--- config.mk ---
export PLATFORM = sky130hd
export DESIGN_NAME = shift_cmp_pipe
export DESIGN_NICKNAME = d
export VERILOG_FILES = /design/src/rtl/shift_cmp_pipe.sv
export SDC_FILE = /design/constraint.sdc
export NUM_CORES = 1
export LEC_CHECK = 0
export CAP_MARGIN = 25
export CORE_UTILIZATION = 54
export DETAILED_ROUTE_END_ITERATION = 8
export GPL_TIMING_DRIVEN = 0
export MAX_ROUTING_LAYER = met4
export PLACE_DENSITY = 0.87
export SYNTH_ARGS = -nofsm -noshare
export SYNTH_HDL_FRONTEND = slang
export SYNTH_SLANG_ARGS = --single-unit
--- constraint.sdc ---
create_clock -name clk -period 3.1 [get_ports clk]
set_input_delay 0.93 -clock clk [delete_from_list [all_inputs] [get_ports clk]]
set_output_delay 0.93 -clock clk [all_outputs]
set_load 0.01 [all_outputs]
--- src/rtl/shift_cmp_pipe.sv ---
// Four-mode ALU (add / arithmetic shift / signed max / xor) behind a DEPTH-cycle pipeline with a hold freeze and a tiny FSM.
// Defining CHECKSUM_EN adds a running XOR of every emitted result; otherwise the checksum field is tied to zero.
module shift_cmp_pipe #(
   parameter int WIDTH = 16,
   parameter int DEPTH = 3
) (
   input  logic                    clk,
   input  logic                    rst,
   input  logic                    in_valid,
   input  logic                    hold,
   input  logic signed [WIDTH-1:0] wire3,
   input  logic signed [WIDTH-1:0] wire2,
   input  logic [4:0]              wire1,
   input  logic [1:0]              wire0,
   output logic                    out_valid,
   output logic [2*WIDTH+9:0]      y
);

   typedef enum logic [1:0] {
      IDLE = 2'b00,
      RUN  = 2'b01,
      HOLD = 2'b10
   } state_t;

   state_t           state_q, state_d;
   logic [WIDTH-1:0] stg_dat_q [DEPTH];
   logic [WIDTH-1:0] stg_dat_d [DEPTH];
   logic [DEPTH-1:0] stg_vld_q, stg_vld_d;
   logic [7:0]       cnt_q, cnt_d;
   logic [WIDTH-1:0] op_res;
   logic [WIDTH-1:0] checksum;
   logic             accept;
   logic             load_last;

   assign accept = in_valid & ~hold;

   always_comb begin
      op_res = '0;
      case (wire0)
         2'b00: op_res = wire3 + wire2;
         2'b01: if ({1'b0, wire1} < 6'(WIDTH)) op_res = wire3 <<< wire1;
         2'b10: op_res = (wire3 > wire2) ? wire3 : wire2;
         default: op_res = wire3 ^ wire2;
      endcase
   end

   // Data only moves with a valid behind it, so the last stage keeps the last emitted result.
   always_comb begin
      stg_dat_d = stg_dat_q;
      stg_vld_d = stg_vld_q;
      if (!hold) begin
         stg_vld_d[0] = accept;
         if (accept) stg_dat_d[0] = op_res;
         for (int i = 1; i < DEPTH; i++) begin
            stg_vld_d[i] = stg_vld_q[i-1];
            if (stg_vld_q[i-1]) stg_dat_d[i] = stg_dat_q[i-1];
         end
      end
   end

   assign load_last = ~hold & stg_vld_d[DEPTH-1];

   always_comb begin
      cnt_d = cnt_q;
      if (load_last && cnt_q != 8'hFF) cnt_d = cnt_q + 8'd1;
   end

   always_comb begin
      state_d = state_q;
      case (state_q)
         IDLE: begin
            if (hold) state_d = HOLD;
            else if (in_valid) state_d = RUN;
         end
         RUN: begin
            if (hold) state_d = HOLD;
            else if (!(|stg_vld_q) && !in_valid) state_d = IDLE;
         end
         HOLD: begin
            if (!hold) state_d = RUN;
         end
         default: state_d = IDLE;
      endcase
   end

   always_ff @(posedge clk or posedge rst) begin
      if (rst) begin
         state_q   <= IDLE;
         stg_vld_q <= '0;
         cnt_q     <= '0;
         for (int i = 0; i < DEPTH; i++) stg_dat_q[i] <= '0;
      end else begin
         state_q   <= state_d;
         stg_vld_q <= stg_vld_d;
         cnt_q     <= cnt_d;
         stg_dat_q <= stg_dat_d;
      end
   end

`ifdef CHECKSUM_EN
   logic [WIDTH-1:0] chk_q, chk_d;

   always_comb begin
      chk_d = chk_q;
      if (load_last) chk_d = chk_q ^ stg_dat_d[DEPTH-1];
   end

   always_ff @(posedge clk or posedge rst) begin
      if (rst) chk_q <= '0;
      else     chk_q <= chk_d;
   end

   assign checksum = chk_q;
`else
   assign checksum = '0;
`endif

   // A result frozen in the last stage stays invisible until hold drops.
   assign out_valid = stg_vld_q[DEPTH-1] & ~hold;
   assign y         = {stg_dat_q[DEPTH-1], checksum, cnt_q, state_q};

endmodule

* Yosys cells after proc, flatten, opt, wreduce, memory -nomap -nowiden *
Index checks and enable logic that the tools add are counted.

storage, ports and cells
  word-level logic and storage cells = 46
  register bits after elaboration = 61

operators by class
  reduce and logical (&&, ||, !) cells = 11
  eq/ne operators = 8
  add/subtract/negate cells = 2
  bitwise gates (word level) = 5
  $lt $le $gt $ge = 2
  shift-type cells = 1
  multiplexer cells = 10

operators with widths
  kind                                                  count
  case mux 16 bit (3 select lines)                      1
  two-way mux 16 bit                                    2
  adder 16 bit                                          1
  > comparator 16 bit                                   1
  <<< shifter 16 x 5 -> 16 bit                          1
  XOR 16 bit                                            1
  two-way mux 2 bit                                     5
  adder 8 x 1 -> 8 bit (second input constant)          1
  != test 8 bit (second input constant)                 1
  != test 3 bit (second input constant)                 2
  case mux 2 bit (3 select lines)                       1
  AND reduction 2 bit                                   3
  < comparator 5 bit (second input constant)            1
  equality test 2 x 1 -> 1 bit (second input constant)  2
  equality test 2 bit (second input constant)           2
  logical NOT 2 bit                                     2
  bitwise AND 1 bit                                     3
  two-way mux 3 bit                                     1
  AND reduction 3 bit                                   1
  OR reduction 3 bit                                    1
  logical AND 1 bit                                     2
  logical NOT 1 bit                                     2
  != test 2 bit (second input constant)                 1
  inverter 1 bit                                        1

* Depth between registers and ports, before layout *
Gate-level depths: netlist of run 1.

  depth in word-level cells = 6
  mapped depth = 12
  mapped depth without buffers = 10

* Least setup slack after synthesis of run 1 *
Ideal clock, no wire load.

  path kind = input-to-reg
  start point = input wire2[13]
  end point = register stg_dat_q[42] (netlist name)
  stages = 10
  path slack = -0.054 ns
  arrival time = 3.022 ns
  cell sequence = inv_1 -> ha_1 -> a21o_1 -> a211o_1 -> or3_4 -> o21ai_4 -> buf_8 -> mux2_2 -> a22oi_1 -> a21oi_1

on the way
  cells in the longest elaborated chain, start to end = 3

RTL lines
  element                           line  source
  from (decl)                       12    input logic signed [WIDTH-1:0] wire2,
  > comparator 16 bit               42    2'b10: op_res = (wire3 > wire2) ? wire3 : wire2;
  two-way mux 16 bit                42
  case mux 16 bit (3 select lines)  39    case (wire0)
  to (signal assigned)              96    stg_dat_q <= stg_dat_d;
  to (decl)                         26    logic [WIDTH-1:0] stg_dat_q [DEPTH];

Every way passes these cells.
A chain may end at the register's enable or synchronous reset.

* Final worst setup path of run 1 *
  start point = input wire1[1]
  end point = register stg_dat_q[46] (netlist name)

on the way
  cells in the longest elaborated chain, start to end = 3
  elaborated cells on any way between the ends = 4

RTL lines
  element                                                             line  source
  from (decl)                                                         13    input logic [4:0] wire1,
  <<< shifter 16 x 5 -> 16 bit or < comparator 5 bit (tied branches)  41    2'b01: if ({1'b0, wire1} < 6'(WIDTH)) op_res = wire3 <<< wire1;
  two-way mux 16 bit (*)                                              41
  case mux 16 bit (3 select lines) (*)                                39

Every way passes the cells marked *; elsewhere a longest branch is shown, timed or not.

==> results of run 1 <==
==> how the worst max path moves through the flow <==
stage,from,to,slack (ps),cells past startpoint
global route,wire2[4],stg_dat_q[43],-50,12
detailed placement,wire2[12],stg_dat_q[42],-1240,11
CTS,wire2[9],stg_dat_q[43],7,13
global placement,wire3[12],stg_dat_q[42],-1210,10
floorplan,wire2[13],stg_dat_q[42],-0.4,10
finish,wire1[1],stg_dat_q[46],10,8
==> worst max-delay path, cell delays in order <==
cell,delay [ps]
sky130_fd_sc_hd__clkdlybuf4s50_1,540
sky130_fd_sc_hd__clkbuf_4,260
sky130_fd_sc_hd__mux2_2,370
sky130_fd_sc_hd__o21ai_0,360
sky130_fd_sc_hd__o21ai_0,240
sky130_fd_sc_hd__a21oi_1,240
sky130_fd_sc_hd__o311ai_2,150
sky130_fd_sc_hd__a22o_1,230
==> where the power goes <==
group | internal [mW] | total [mW] | switching (mW)
logic | 0.857 | 1.49 | 0.631
registers | 1.05 | 1.21 | 0.160
clock network | 0.391 | 0.697 | 0.306
==> cell usage after synthesis, types with 2 or more instances <==
cell / n
sky130_fd_sc_hd__nor2b_1: 10
sky130_fd_sc_hd__nand4_1: 6
sky130_fd_sc_hd__and3_1: 7
sky130_fd_sc_hd__a221oi_2: 4
sky130_fd_sc_hd__o21a_1: 2
sky130_fd_sc_hd__nand2_1: 34
sky130_fd_sc_hd__a2111oi_0: 2
sky130_fd_sc_hd__nand2b_1: 4
sky130_fd_sc_hd__mux2i_1: 15
sky130_fd_sc_hd__clkbuf_1: 15
sky130_fd_sc_hd__buf_1: 2
sky130_fd_sc_hd__a21oi_1: 34
sky130_fd_sc_hd__nor4_1: 2
sky130_fd_sc_hd__o31ai_1: 4
sky130_fd_sc_hd__o211ai_1: 3
sky130_fd_sc_hd__a221oi_1: 9
sky130_fd_sc_hd__buf_4: 32
sky130_fd_sc_hd__nor2_1: 34
sky130_fd_sc_hd__buf_2: 5
sky130_fd_sc_hd__a21o_1: 4
sky130_fd_sc_hd__or3_1: 2
sky130_fd_sc_hd__mux2_1: 6
sky130_fd_sc_hd__a22o_1: 2
sky130_fd_sc_hd__a31oi_1: 3
sky130_fd_sc_hd__or2_2: 3
sky130_fd_sc_hd__ha_1: 32
sky130_fd_sc_hd__inv_1: 33
sky130_fd_sc_hd__a211oi_1: 14
sky130_fd_sc_hd__dfrtp_1: 61
sky130_fd_sc_hd__o21ai_0: 19
sky130_fd_sc_hd__xor2_1: 3
sky130_fd_sc_hd__o22ai_1: 3
sky130_fd_sc_hd__mux2_2: 51
sky130_fd_sc_hd__xnor2_1: 13
sky130_fd_sc_hd__a211o_1: 5
sky130_fd_sc_hd__nor3_1: 12
==> area by class of cell <==
class | instances | share of cell area [%]
repair buffers | 93 | 12.7
flip-flops and latches | 61 | 23.9
well taps | 105 | 2.06
multi-input cells | 375 | 50.6
clock inverters | 4 | 0.746
clock buffers | 12 | 2.28
inverters | 34 | 2.04
plain buffers | 54 | 5.63
==> metrics by stage <==
step	cell area (um^2)	setup WS, ps	instances
2_1_floorplan	4860	-0.424	525
3_3_place_gp	5670	-1210	698
3_5_place_dp	5690	-1240	699
4_1_cts	6260	6.54	731
5_1_grt	6380	-50.3	738
6_report	6380	10.7	738
==> timing repair <==
item                                    CTS  global route
pin swaps                                26            25
resized for setup                       101            79
gates cloned                              0             0
endpoints found under the setup margin   17            15
buffers inserted                         17             7
==> layer usage <==
layer  share of wire (%)  up-vias  routed length, um  GRT usage, %
li1                    -     2019                  -             -
met1                  42     2141               5970          40.8
met2                  50      176               7010          53.9
met3                 5.2       36                734          5.69
met4                 2.8        0                402          13.6
met5                   0        -                  0             -
==> registers in the layout, indices dropped and copies added (netlist names), named ones only <==
signal,flops
y,16
cnt_q,8
state_q,2
stg_dat_q,32
stg_vld_q,2
==> kinds of logic after synthesis <==
group	count (synthesis)	share of synthesized area [%]
compound gates	121	17.9
xor+xnor	16	2.95
fa+ha+maj	33	8.84
buf+inv	89	9.91
flops	61	32.1
mux	72	16.6
other cells	1	0.0788
simple gates	117	11.6
==> summary.txt, run 1 <==
Placed design
  • GPL Wtd Cong: ~0.92
  • Number of I/O port buffers: between 60 and 70
  • Estimated wirelength of the detail-placed design: between 10000 and 15000 um

Global route
  • Wire length of the first global-routing pass: between 20000 and 25000 um
  • Global router's overall resource usage: between 30% and 40%
  • Sum of overflow across all layers after global routing: 0
  • Via count of the first global-routing pass: between 4000 and 5000
  • Maximum number of pins on one net before global-route repair: 43
  • Antenna violations before repair: 0

Synthesis
  • Synth top area share: around a third
  • Cell type contributing the most total cell area after synthesis: sky130_fd_sc_hd__dfrtp_1
  • Total number of yosys warnings: 0
  • Register bit total from synthesis: 61
  • Number of enable-type register cells in the synthesized netlist: 0
  • Largest cells by area after synthesis: sky130_fd_sc_hd__dfrtp_1 32%, sky130_fd_sc_hd__mux2_2 12%, sky130_fd_sc_hd__ha_1 8.4%
  • Average instance area after synthesis: between 9 and 10 um^2
  • Share of synthesized flip-flops with an asynchronous set or reset: 100%
  • Top_reg_cell synth: sky130_fd_sc_hd__dfrtp_1
  • Number of standard cells after synthesis: a little over 500
  • Share of the yosys chip area belonging to registers: between 30% and 40%
  • Number of distinct library cells after synthesis: 56
  • Summed instance area of the synthesized netlist: 4760 um^2

Detailed routing
  • Initial DRC count: 217
  • Via count: between 4000 and 5000
  • Initial DRT Pass Iterations: 5
  • Overall routed net length: 14100 um
  • Remaining antenna violation count after routing: 0
  • Number of DRC violations after detailed routing: 0
  • Routed wire length per instance: ~19 um
  • Detail-routed via count per cell: between 5 and 6

Critical path
  • Crit-path max FO: 10
  • Worst path required time: 3330 ps
  • Register-to-register setup slack: 1000 ps
  • Depth of the most critical reg-to-reg path: 7
  • Startpoint of the worst-slack reg-to-reg timing path: stg_vld_q[1]
  • Kind of launch point of the worst setup path: input port
  • Destination of the worst register-to-register timing path: cnt_q[3]
  • Critical path data arrival time: around 3300 ps
  • Crit. End Element: register
  • Type of the setup path with the least slack: in -> reg

Final layout
  • Layout-stage area growth over the synthesis result: 34.0%
  • Fin util: roughly three quarters
  • Number of nets in the layout: between 700 and 800
  • Commonest non-fill, non-tap cells in the layout: 61 x sky130_fd_sc_hd__dfrtp_1, 52 x sky130_fd_sc_hd__buf_4, 48 x sky130_fd_sc_hd__mux2_2
  • Filler cell count in the final layout: between 600 and 700
  • Leading cell type in the layout, fill and taps excluded: sky130_fd_sc_hd__dfrtp_1
  • N_diodes: 0
  • Proportion of layout cells with a drive suffix above 1: 33.5%
  • Multi-input gate area in the final layout: approximately 3200 um^2
  • Area of all sequential standard cells: approximately 1500 um^2

Pwr
  • Maximum vdd drop: 0.000435 V
  • Power density cells: approximately 530 nW/um^2
  • P_leak: 2.78 nW
  • Total power draw: around 3.4 mW

Die
  • Starting density of the core: between 50% and 60%
  • Total Die Area: between 9000 and 10000 um^2
  • Placement Rows: 33
  • Die boundary width: 95.9 um
  • Die height: 95.9 um
  • Total core area: about 8400 um^2
  • I/O pins: between 80 and 90

CTS
  • Clock tree buffer depth: 2
  • Count of hold buffers inserted by post-cts repair: 0
  • Insertion delay of the later-clocked pin in the worst-skew pair: between 300 and 400 ps
  • Clock sink count: just over 60
  • Clock tree from TritonCTS: yes
  • Num CTS Buffers: 9
  • Clock transition at path regs: approximately 60 ps
  • Clock root buffer: sky130_fd_sc_hd__clkbuf_8
  • Total number of H-tree levels: 3

Timing
  • Skew final: between 8 and 9 ps
  • Worst Max-Slew Pin Slew: 863 ps
  • Min Tclk post-route: a little over 3000 ps
  • Count of final hold-check violations: 0
  • Max-slew headroom: a little over two fifths
  • Worst hold margin: 504 ps
  • Highest Clock Rate: ~0.32 GHz
  • Fraction of the cycle the final worst path needs: between 90% and 100%
  • Fin Setup TNS: 0 ps
  • Max-slew violation count: 0
  • # setup viols final: 0

Worst hold path
  • Worst hold endpoint: cnt_q[7]
  • Hold crit path type: reg -> reg
  • Cell depth of the worst hold path: 1
  • Hold path startpoint: cnt_q[7]

Flow run
  • Number of violations of the max-capacitance limit: 0

Status
  • Result of the run: complete, no violations
Note: power is estimated with default switching activity, not from simulation.
==> inputs of run 2 (changes only) <==
--- a/config.mk
+++ b/config.mk
@@ -5,10 +5,10 @@
 export SDC_FILE = /design/constraint.sdc
 export NUM_CORES = 1
 export LEC_CHECK = 0
+export ABC_CLOCK_PERIOD_IN_PS = 3100
 export CAP_MARGIN = 25
 export CORE_UTILIZATION = 54
 export DETAILED_ROUTE_END_ITERATION = 8
-export GPL_TIMING_DRIVEN = 0
 export MAX_ROUTING_LAYER = met4
 export PLACE_DENSITY = 0.87
 export SYNTH_ARGS = -nofsm -noshare
==> run 2 against run 1 <==
Against the previous run:
- combinational power down 4%
- clock power is 8.8% lower
- final area up 7.1%
- clock skew grew 1.9 ps
- core utilization is 5.4 points higher
- critical path type unchanged
- critical endpoint unchanged
- highest routed layer unchanged
==> summary.txt, run 2 (synthesized netlist as in run 1, its figures left out) <==
CTS
  • Clock transition at path regs: 70 ps (about the same)
  • Clock sink count: 61 (unchanged)
  • Clock tree from TritonCTS: yes
  • Total number of H-tree levels: 3 (unchanged)
  • Num CTS Buffers: 9 (unchanged)
  • Insertion delay of the later-clocked pin in the worst-skew pair: 340 ps (about the same)
  • Clock tree buffer depth: 2 (unchanged)
  • Clock root buffer: sky130_fd_sc_hd__clkbuf_8

Die
  • Total core area: 8380 um^2 (unchanged)
  • Total Die Area: 9190 um^2 (unchanged)
  • Die boundary width: 95.9 um (unchanged)
  • Starting density of the core: 56.8% (unchanged)
  • Die height: 95.9 um (unchanged)
  • I/O pins: 86 (unchanged)
  • Placement Rows: 33 (unchanged)

Pwr
  • Share of total power in combinational logic: 43.5% (-0.3 points)
  • Switching Power: 1.12 mW (+1.6%)
  • Power density cells: 480 nW/um^2 (-9.8%)
  • P_leak: 3.12 nW (+12%)
  • Int Power: 2.16 mW (-5.9%)
  • Maximum vdd drop: 0.000518 V (+19%)
  • Net switching fraction of the power: 34.0% (+1.7 points)
  • Part of the total power dissipated in the clock network: 19.4% (-1.1 points)
  • Sequential group share of total power: 37.1% (+1.4 points)

Detailed routing
  • Number of DRC violations after detailed routing: 0 (unchanged)
  • Detail-routed via count per cell: 6.01 (+1.4%)
  • Initial DRT Pass Iterations: 5 (unchanged)
  • Overall routed net length: 14800 um (+5.0%)
  • Initial DRC count: 381 (+76%)
  • Via count: 4606 (+5.4%)
  • Routed wire length per instance: 19.3 um (+0.99%)
  • Remaining antenna violation count after routing: 0 (unchanged)

Timing
  • Worst Max-Slew Pin Slew: 580 ps (-283 ps)
  • Skew final: 10.2 ps (+1.92 ps)
  • Min Tclk post-route: 3070 ps (-14.9 ps)
  • Count of final hold-check violations: 0 (unchanged)
  • Max-slew headroom: 61.3% (+19 points)
  • # setup viols final: 0 (unchanged)
  • Max-slew violation count: 0 (unchanged)
  • Unrepaired setup endpoints after global routing: true
  • Fin Setup TNS: 0 ps (unchanged)
  • Highest Clock Rate: 0.325 GHz (+0.49%)
  • Fraction of the cycle the final worst path needs: 99.2% (-0.48 points)

Critical path
  • Slowest cell delay on critical path: 450 ps (-90 ps)
  • Type of the setup path with the least slack: in -> reg
  • Kind of launch point of the worst setup path: input port
  • Delay-heaviest family, CP: compound AO/OA/AOI/OAI gates
  • Buffers plus inverters on the worst setup path: 2 (unchanged)
  • Cell mode on critical path: sky130_fd_sc_hd__buf_6
  • Crit-path max FO: 5 (-5)
  • Crit. End Element: register
  • Register-to-register setup slack: 1160 ps (+160 ps)
  • Startpoint of the worst-slack reg-to-reg timing path: cnt_q[4]
  • Worst path required time: 3320 ps (about the same)
  • CP cell instances: buf_6 -> buf_6 -> fa_2 -> nor2b_4 -> o221ai_4 -> a21oi_2 -> a221o_1 -> o41ai_4 -> o31ai_2 -> xnor2_1 -> a22o_1
  • Depth of the most critical reg-to-reg path: 6 (-1)
  • Destination of the worst register-to-register timing path: cnt_q[3]
  • Worst path slowest cell: sky130_fd_sc_hd__o41ai_4
  • Critical path data arrival time: 3300 ps (-20 ps)

Final layout
  • Commonest non-fill, non-tap cells in the layout: 92 x sky130_fd_sc_hd__buf_4, 61 x sky130_fd_sc_hd__dfrtp_1, 45 x sky130_fd_sc_hd__mux2_2
  • Leading cell type in the layout, fill and taps excluded: sky130_fd_sc_hd__buf_4
  • Fin util: 81.5% (+5.4 points)
  • Top register by number of flip-flops: stg_dat_q
  • Filler cell count in the final layout: 505 (-18%)
  • Layout-stage area growth over the synthesis result: 43.5%
  • Number of nets in the layout: 733 (+4.1%)
  • N_diodes: 0 (unchanged)
  • Proportion of layout cells with a drive suffix above 1: 38.8% (+5.3 points)
  • Flip-flop count of the largest register, all copies and words added: 32 (unchanged)

Global route
  • Antenna violations before repair: 0 (unchanged)
  • Wire length of the first global-routing pass: 22600 um (+2.9%)
  • Global router's overall resource usage: 33.7% (+0.63 points)
  • Maximum number of pins on one net before global-route repair: 36 (-16%)
  • Via count of the first global-routing pass: 4588 (+4.9%)
  • Sum of overflow across all layers after global routing: 0 (unchanged)

Worst hold path
  • Cell depth of the worst hold path: 1 (unchanged)
  • Hold crit path type: reg -> reg
  • Hold path startpoint: cnt_q[7]
  • Worst hold endpoint: cnt_q[7]

Placed design
  • Estimated wirelength of the detail-placed design: 10800 um (+5.4%)
  • Number of I/O port buffers: 69 (+1.5%)
  • GPL Wtd Cong: 0.962 (+5.0%)

Status
  • Result of the run: complete, no violations

Flow run
  • Number of violations of the max-capacitance limit: 0 (unchanged)
==> run 2: cell count changes in the layout (fill, tap and decap cells not counted), sizes merged <==
| cell | change |
|---|---|
| clkinvlp | +2 |
| clkbuf | -29 |
| bufinv | -1 |
| clkdlybuf4s50 | +2 |
| dlymetal6s2s | +16 |
| clkdlybuf4s15 | -1 |
| dlygate4sd2 | -1 |
| buf | +41 |
==> run 2: how the worst max path moves through the flow <==
stage	slack, ps	depth (start not counted)	from	to
floorplan	-0.4	10	wire2[13]	stg_dat_q[42]
detailed placement	-840	11	wire2[0]	stg_dat_q[46]
global placement	-790	11	wire2[0]	stg_dat_q[46]
finish	30	11	wire3[1]	stg_dat_q[46]
global route	-100	12	wire3[0]	stg_dat_q[41]
CTS	2	11	wire3[12]	stg_dat_q[47]
==> run 2: timing repair <==
action,CTS,global route
resized for setup,78,76
setup buffers,3,4
setup endpoints to repair,16,15
cloned,0,0
pin swaps,25,27
hold buffers,0,0
==> run 2: stage by stage <==
| step | cells | power (mW) | worst slack (ps) | cell area, um^2 | hold WS (ps) |
|---|---|---|---|---|---|
| floorplan | 525 | 2.01 | -0.424 | 4860 | 464 |
| global placement | 744 | 2.47 | -788 | 6100 | 482 |
| detailed placement | 744 | 2.53 | -844 | 6100 | 488 |
| CTS | 763 | 3.23 | 2.40 | 6630 | 502 |
| global route | 767 | 3.46 | -104 | 6830 | 520 |
| finish | 767 | 3.28 | 25.6 | 6830 | 499 |
==> run 2: final cells by class <==
cell class / instances / area [um^2] / share of cell area, %
Clock buffer: 11 / 141 / 2.07
Multi-Input combinational cell: 375 / 3270 / 47.9
Timing Repair Buffer: 176 / 1590 / 23.3
Clock inverter: 5 / 36.3 / 0.531
Inverter: 34 / 128 / 1.87
Sequential cell: 61 / 1530 / 22.4
Tap cell: 105 / 131 / 1.92
==> run 2: metal layers <==
metal,part of all wire [%],vias up,wire (um),track usage (%)
met5,0,-,0,-
met4,5.2,0,772,19.3
met3,6.5,71,968,6.71
met2,49,235,7270,53.9
met1,39,2231,5810,39.7
li1,-,2069,-,-
==> run 2: power by group through the flow <==
stage / registers, mW / clock network, mW / logic [mW]
4_1_cts: 1.22 / 0.642 / 1.37
3_3_place_gp: 1.21 / 0 / 1.26
5_1_grt: 1.25 / 0.680 / 1.54
6_report: 1.22 / 0.636 / 1.43
3_5_place_dp: 1.23 / 0 / 1.30
2_1_floorplan: 1.19 / 0 / 0.817
==> inputs of run 3 (changes only) <==
==> constraint.sdc (replaced) <==
create_clock -name clk -period 3.1 [get_ports clk]
set_input_delay 0.93 -clock clk [delete_from_list [all_inputs] [get_ports clk]]
set_output_delay 0.93 -clock clk [all_outputs]
set_load 0.05 [all_outputs]
==> run 3 against run 2 <==
Against the previous run:
- wire length grew 0.55%
- setup slack better by 2.1 ps
- sequential share of layout area increased by 0.35 points
- final cell count fell by 0.78%
- maximum frequency is essentially flat
- critical path depth increased by 1
- final area decreased by 1.5%
- via count decreased by 0.93%
- die area is the same
==> summary.txt, run 3 (synthesized netlist as in run 1, its figures left out) <==
Global route
  • Maximum number of pins on one net before global-route repair: 36 (unchanged)
  • Via count of the first global-routing pass: 4550 (-0.83%)
  • Global router's overall resource usage: 34.6% (+0.91 points)
  • Wire length of the first global-routing pass: 22900 um (+1.6%)
  • Sum of overflow across all layers after global routing: 0 (unchanged)
  • Antenna violations before repair: 0 (unchanged)

Critical path
  • Critical path data arrival time: 3290 ps (about the same)
  • Critical Path Start: wire3[13]
  • Worst path slowest cell: sky130_fd_sc_hd__a2111oi_4
  • Depth of the most critical reg-to-reg path: 6 (unchanged)
  • Slowest cell delay on critical path: 440 ps (about the same)
  • Crit-path max FO: 6 (+1)
  • End point of the critical path: stg_dat_q[33]
  • Destination of the worst register-to-register timing path: cnt_q[4]
  • Register-to-register setup slack: 1210 ps (+50 ps)
  • CP cell instances: clkdlybuf4s15_1 -> ha_4 -> buf_4 -> nand4_1 -> a2111oi_4 -> or3_4 -> o21ai_4 -> buf_6 -> buf_8 -> mux2_4 -> a21oi_2 -> a211oi_1
  • Startpoint of the worst-slack reg-to-reg timing path: cnt_q[4]
  • Crit. End Element: register
  • Kind of launch point of the worst setup path: input port
  • Type of the setup path with the least slack: in -> reg
  • Worst path required time: 3320 ps (about the same)

CTS
  • Total number of H-tree levels: 3 (unchanged)
  • Clock tree buffer depth: 2 (unchanged)
  • Count of hold buffers inserted by post-cts repair: 0 (unchanged)
  • Clock tree from TritonCTS: yes
  • Clock root buffer: sky130_fd_sc_hd__clkbuf_8
  • Clock transition at path regs: 60 ps (about the same)
  • Clock sink count: 61 (unchanged)
  • Num CTS Buffers: 9 (unchanged)
  • Insertion delay of the later-clocked pin in the worst-skew pair: 340 ps (about the same)

Flow run
  • Number of violations of the max-capacitance limit: 0 (unchanged)

Timing
  • Fraction of the cycle the final worst path needs: 99.1% (about the same)
  • Min Tclk post-route: 3070 ps (-2.14 ps)
  • Count of final hold-check violations: 0 (unchanged)
  • Worst Max-Slew Pin Slew: 559 ps (-20.9 ps)
  • Least setup slack across all paths after layout: 27.7 ps (+2.14 ps)
  • Max-slew violation count: 0 (unchanged)
  • # setup viols final: 0 (unchanged)
  • Worst hold margin: 499 ps (-0.292 ps)
  • Skew final: 7.20 ps (-3.05 ps)
  • Max-slew headroom: 62.7% (+1.4 points)
  • Highest Clock Rate: 0.325 GHz (about the same)

Die
  • Total core area: 8380 um^2 (unchanged)
  • I/O pins: 86 (unchanged)
  • Die height: 95.9 um (unchanged)
  • Placement Rows: 33 (unchanged)
  • Die boundary width: 95.9 um (unchanged)
  • Total Die Area: 9190 um^2 (unchanged)
  • Starting density of the core: 56.8% (unchanged)

Detailed routing
  • Detail-routed via count per cell: 6.00 (-0.15%)
  • Via count: 4563 (-0.93%)
  • Initial DRT Pass Iterations: 5 (unchanged)
  • Initial DRC count: 371 (-2.6%)
  • Number of DRC violations after detailed routing: 0 (unchanged)
  • Overall routed net length: 14900 um (+0.55%)
  • Remaining antenna violation count after routing: 0 (unchanged)
  • Routed wire length per instance: 19.6 um (+1.3%)

Pwr
  • Power density cells: 567 nW/um^2 (+18%)
  • Part of the total power dissipated in the clock network: 18.1% (-1.3 points)
  • Net switching fraction of the power: 41.2% (+7.2 points)
  • Maximum vdd drop: 0.000725 V (+40%)
  • Int Power: 2.24 mW (+3.6%)
  • Share of total power in combinational logic: 49.8% (+6.3 points)
  • Sequential group share of total power: 32.1% (-5.0 points)
  • Switching Power: 1.57 mW (+41%)
  • P_leak: 3.04 nW (-2.5%)

Status
  • Result of the run: complete, no violations

Final layout
  • N_diodes: 0 (unchanged)
  • Leading cell type in the layout, fill and taps excluded: sky130_fd_sc_hd__buf_4
  • Multi-input gate area in the final layout: 3240 um^2 (-0.96%)
  • Commonest non-fill, non-tap cells in the layout: 93 x sky130_fd_sc_hd__buf_4, 61 x sky130_fd_sc_hd__dfrtp_1, 46 x sky130_fd_sc_hd__mux2_2
  • Flip-flop count of the largest register, all copies and words added: 32 (unchanged)
  • Proportion of layout cells with a drive suffix above 1: 37.8% (-1.0 points)
  • Layout-stage area growth over the synthesis result: 41.3%
  • Number of nets in the layout: 730 (-0.41%)
  • Filler cell count in the final layout: 520 (+3.0%)
  • Area of all sequential standard cells: 1530 um^2 (unchanged)
  • Top register by number of flip-flops: stg_dat_q

Placed design
  • GPL Wtd Cong: 1.00 (+4.4%)
  • Pre-CTS setup slack: -917 ps (-72.8 ps)
  • Estimated wirelength of the detail-placed design: 10900 um (+0.48%)
  • Number of I/O port buffers: 69 (unchanged)

Worst hold path
  • Hold crit path type: reg -> reg
  • Cell depth of the worst hold path: 1 (unchanged)
run 3: cell types whose count changed in the layout (fill, tap and decap cells not counted), sizes merged, moves of 3 or more:
cell          delta
dlymetal6s2s     -7
dlygate4sd2      +8
clkbuf           +3
buf              -6
clkinvlp         -3
run 3: worst min-delay path by stage:
stage | start | endpoint | slack (ps)
floorplan | stg_vld_q[0] | stg_vld_q[0] | 460
global placement | cnt_q[6] | cnt_q[6] | 480
detailed placement | stg_vld_q[1] | stg_vld_q[1] | 490
CTS | cnt_q[6] | cnt_q[6] | 500
global route | stg_vld_q[1] | stg_vld_q[1] | 520
finish | cnt_q[6] | cnt_q[6] | 500
run 3: power by group through the flow:
stage / sequential (mW) / clock [mW] / combinational, mW
global placement: 1.21 / 0 / 1.74
finish: 1.22 / 0.690 / 1.90
global route: 1.25 / 0.742 / 2.00
floorplan: 1.30 / 0 / 1.20
CTS: 1.22 / 0.701 / 1.86
detailed placement: 1.23 / 0 / 1.78
run 3: cell type report:
class	instances	area share [%]
inverter	34	1.90
clock buffer	11	2.25
timing repair buffer	173	22.5
tap	105	1.95
clock inverter	2	0.521
multi-input combinational	375	48.2
sequential	61	22.7
run 3: worst max-delay path, delay by kind of cell:
| kind | cells | cell delay, ps |
|---|---|---|
| AND/OR/NAND/NOR | 2 | 420 |
| adder cells (fa/ha/maj) | 1 | 290 |
| multiplexers | 1 | 310 |
| buffers and inverters | 4 | 620 |
| AO/OA/AOI/OAI | 4 | 690 |
run 3: timing repair:
item,4_1_cts,5_1_grt
resized for setup,85,47
setup endpoints to repair,16,16
setup buffers,4,2
pin swaps,24,25
run 3: routing by layer:
| layer | up-vias | track usage [%] | wire [um] |
|---|---|---|---|
| li1 | 2074 | - | - |
| met1 | 2232 | 40.7 | 6070 |
| met2 | 208 | 57.4 | 7470 |
| met5 | - | - | 0 |
| met4 | 0 | 14.6 | 604 |
| met3 | 49 | 7.42 | 754 |
run 3: through the flow:
stage | util, % | setup TNS (ps) | cells | total power, mW | cell area, um^2
after floorplan | - | -0.424 | 525 | 2.50 | 4860
final | 80.2 | 0 | 761 | 3.81 | 6720
after CTS | 78.6 | 0 | 759 | 3.78 | 6590
after global routing | 80.2 | -15.3 | 761 | 4.00 | 6720
after global placement | 72.7 | -13060 | 742 | 2.95 | 6090
after detailed placement | 72.7 | -12810 | 742 | 3.01 | 6090
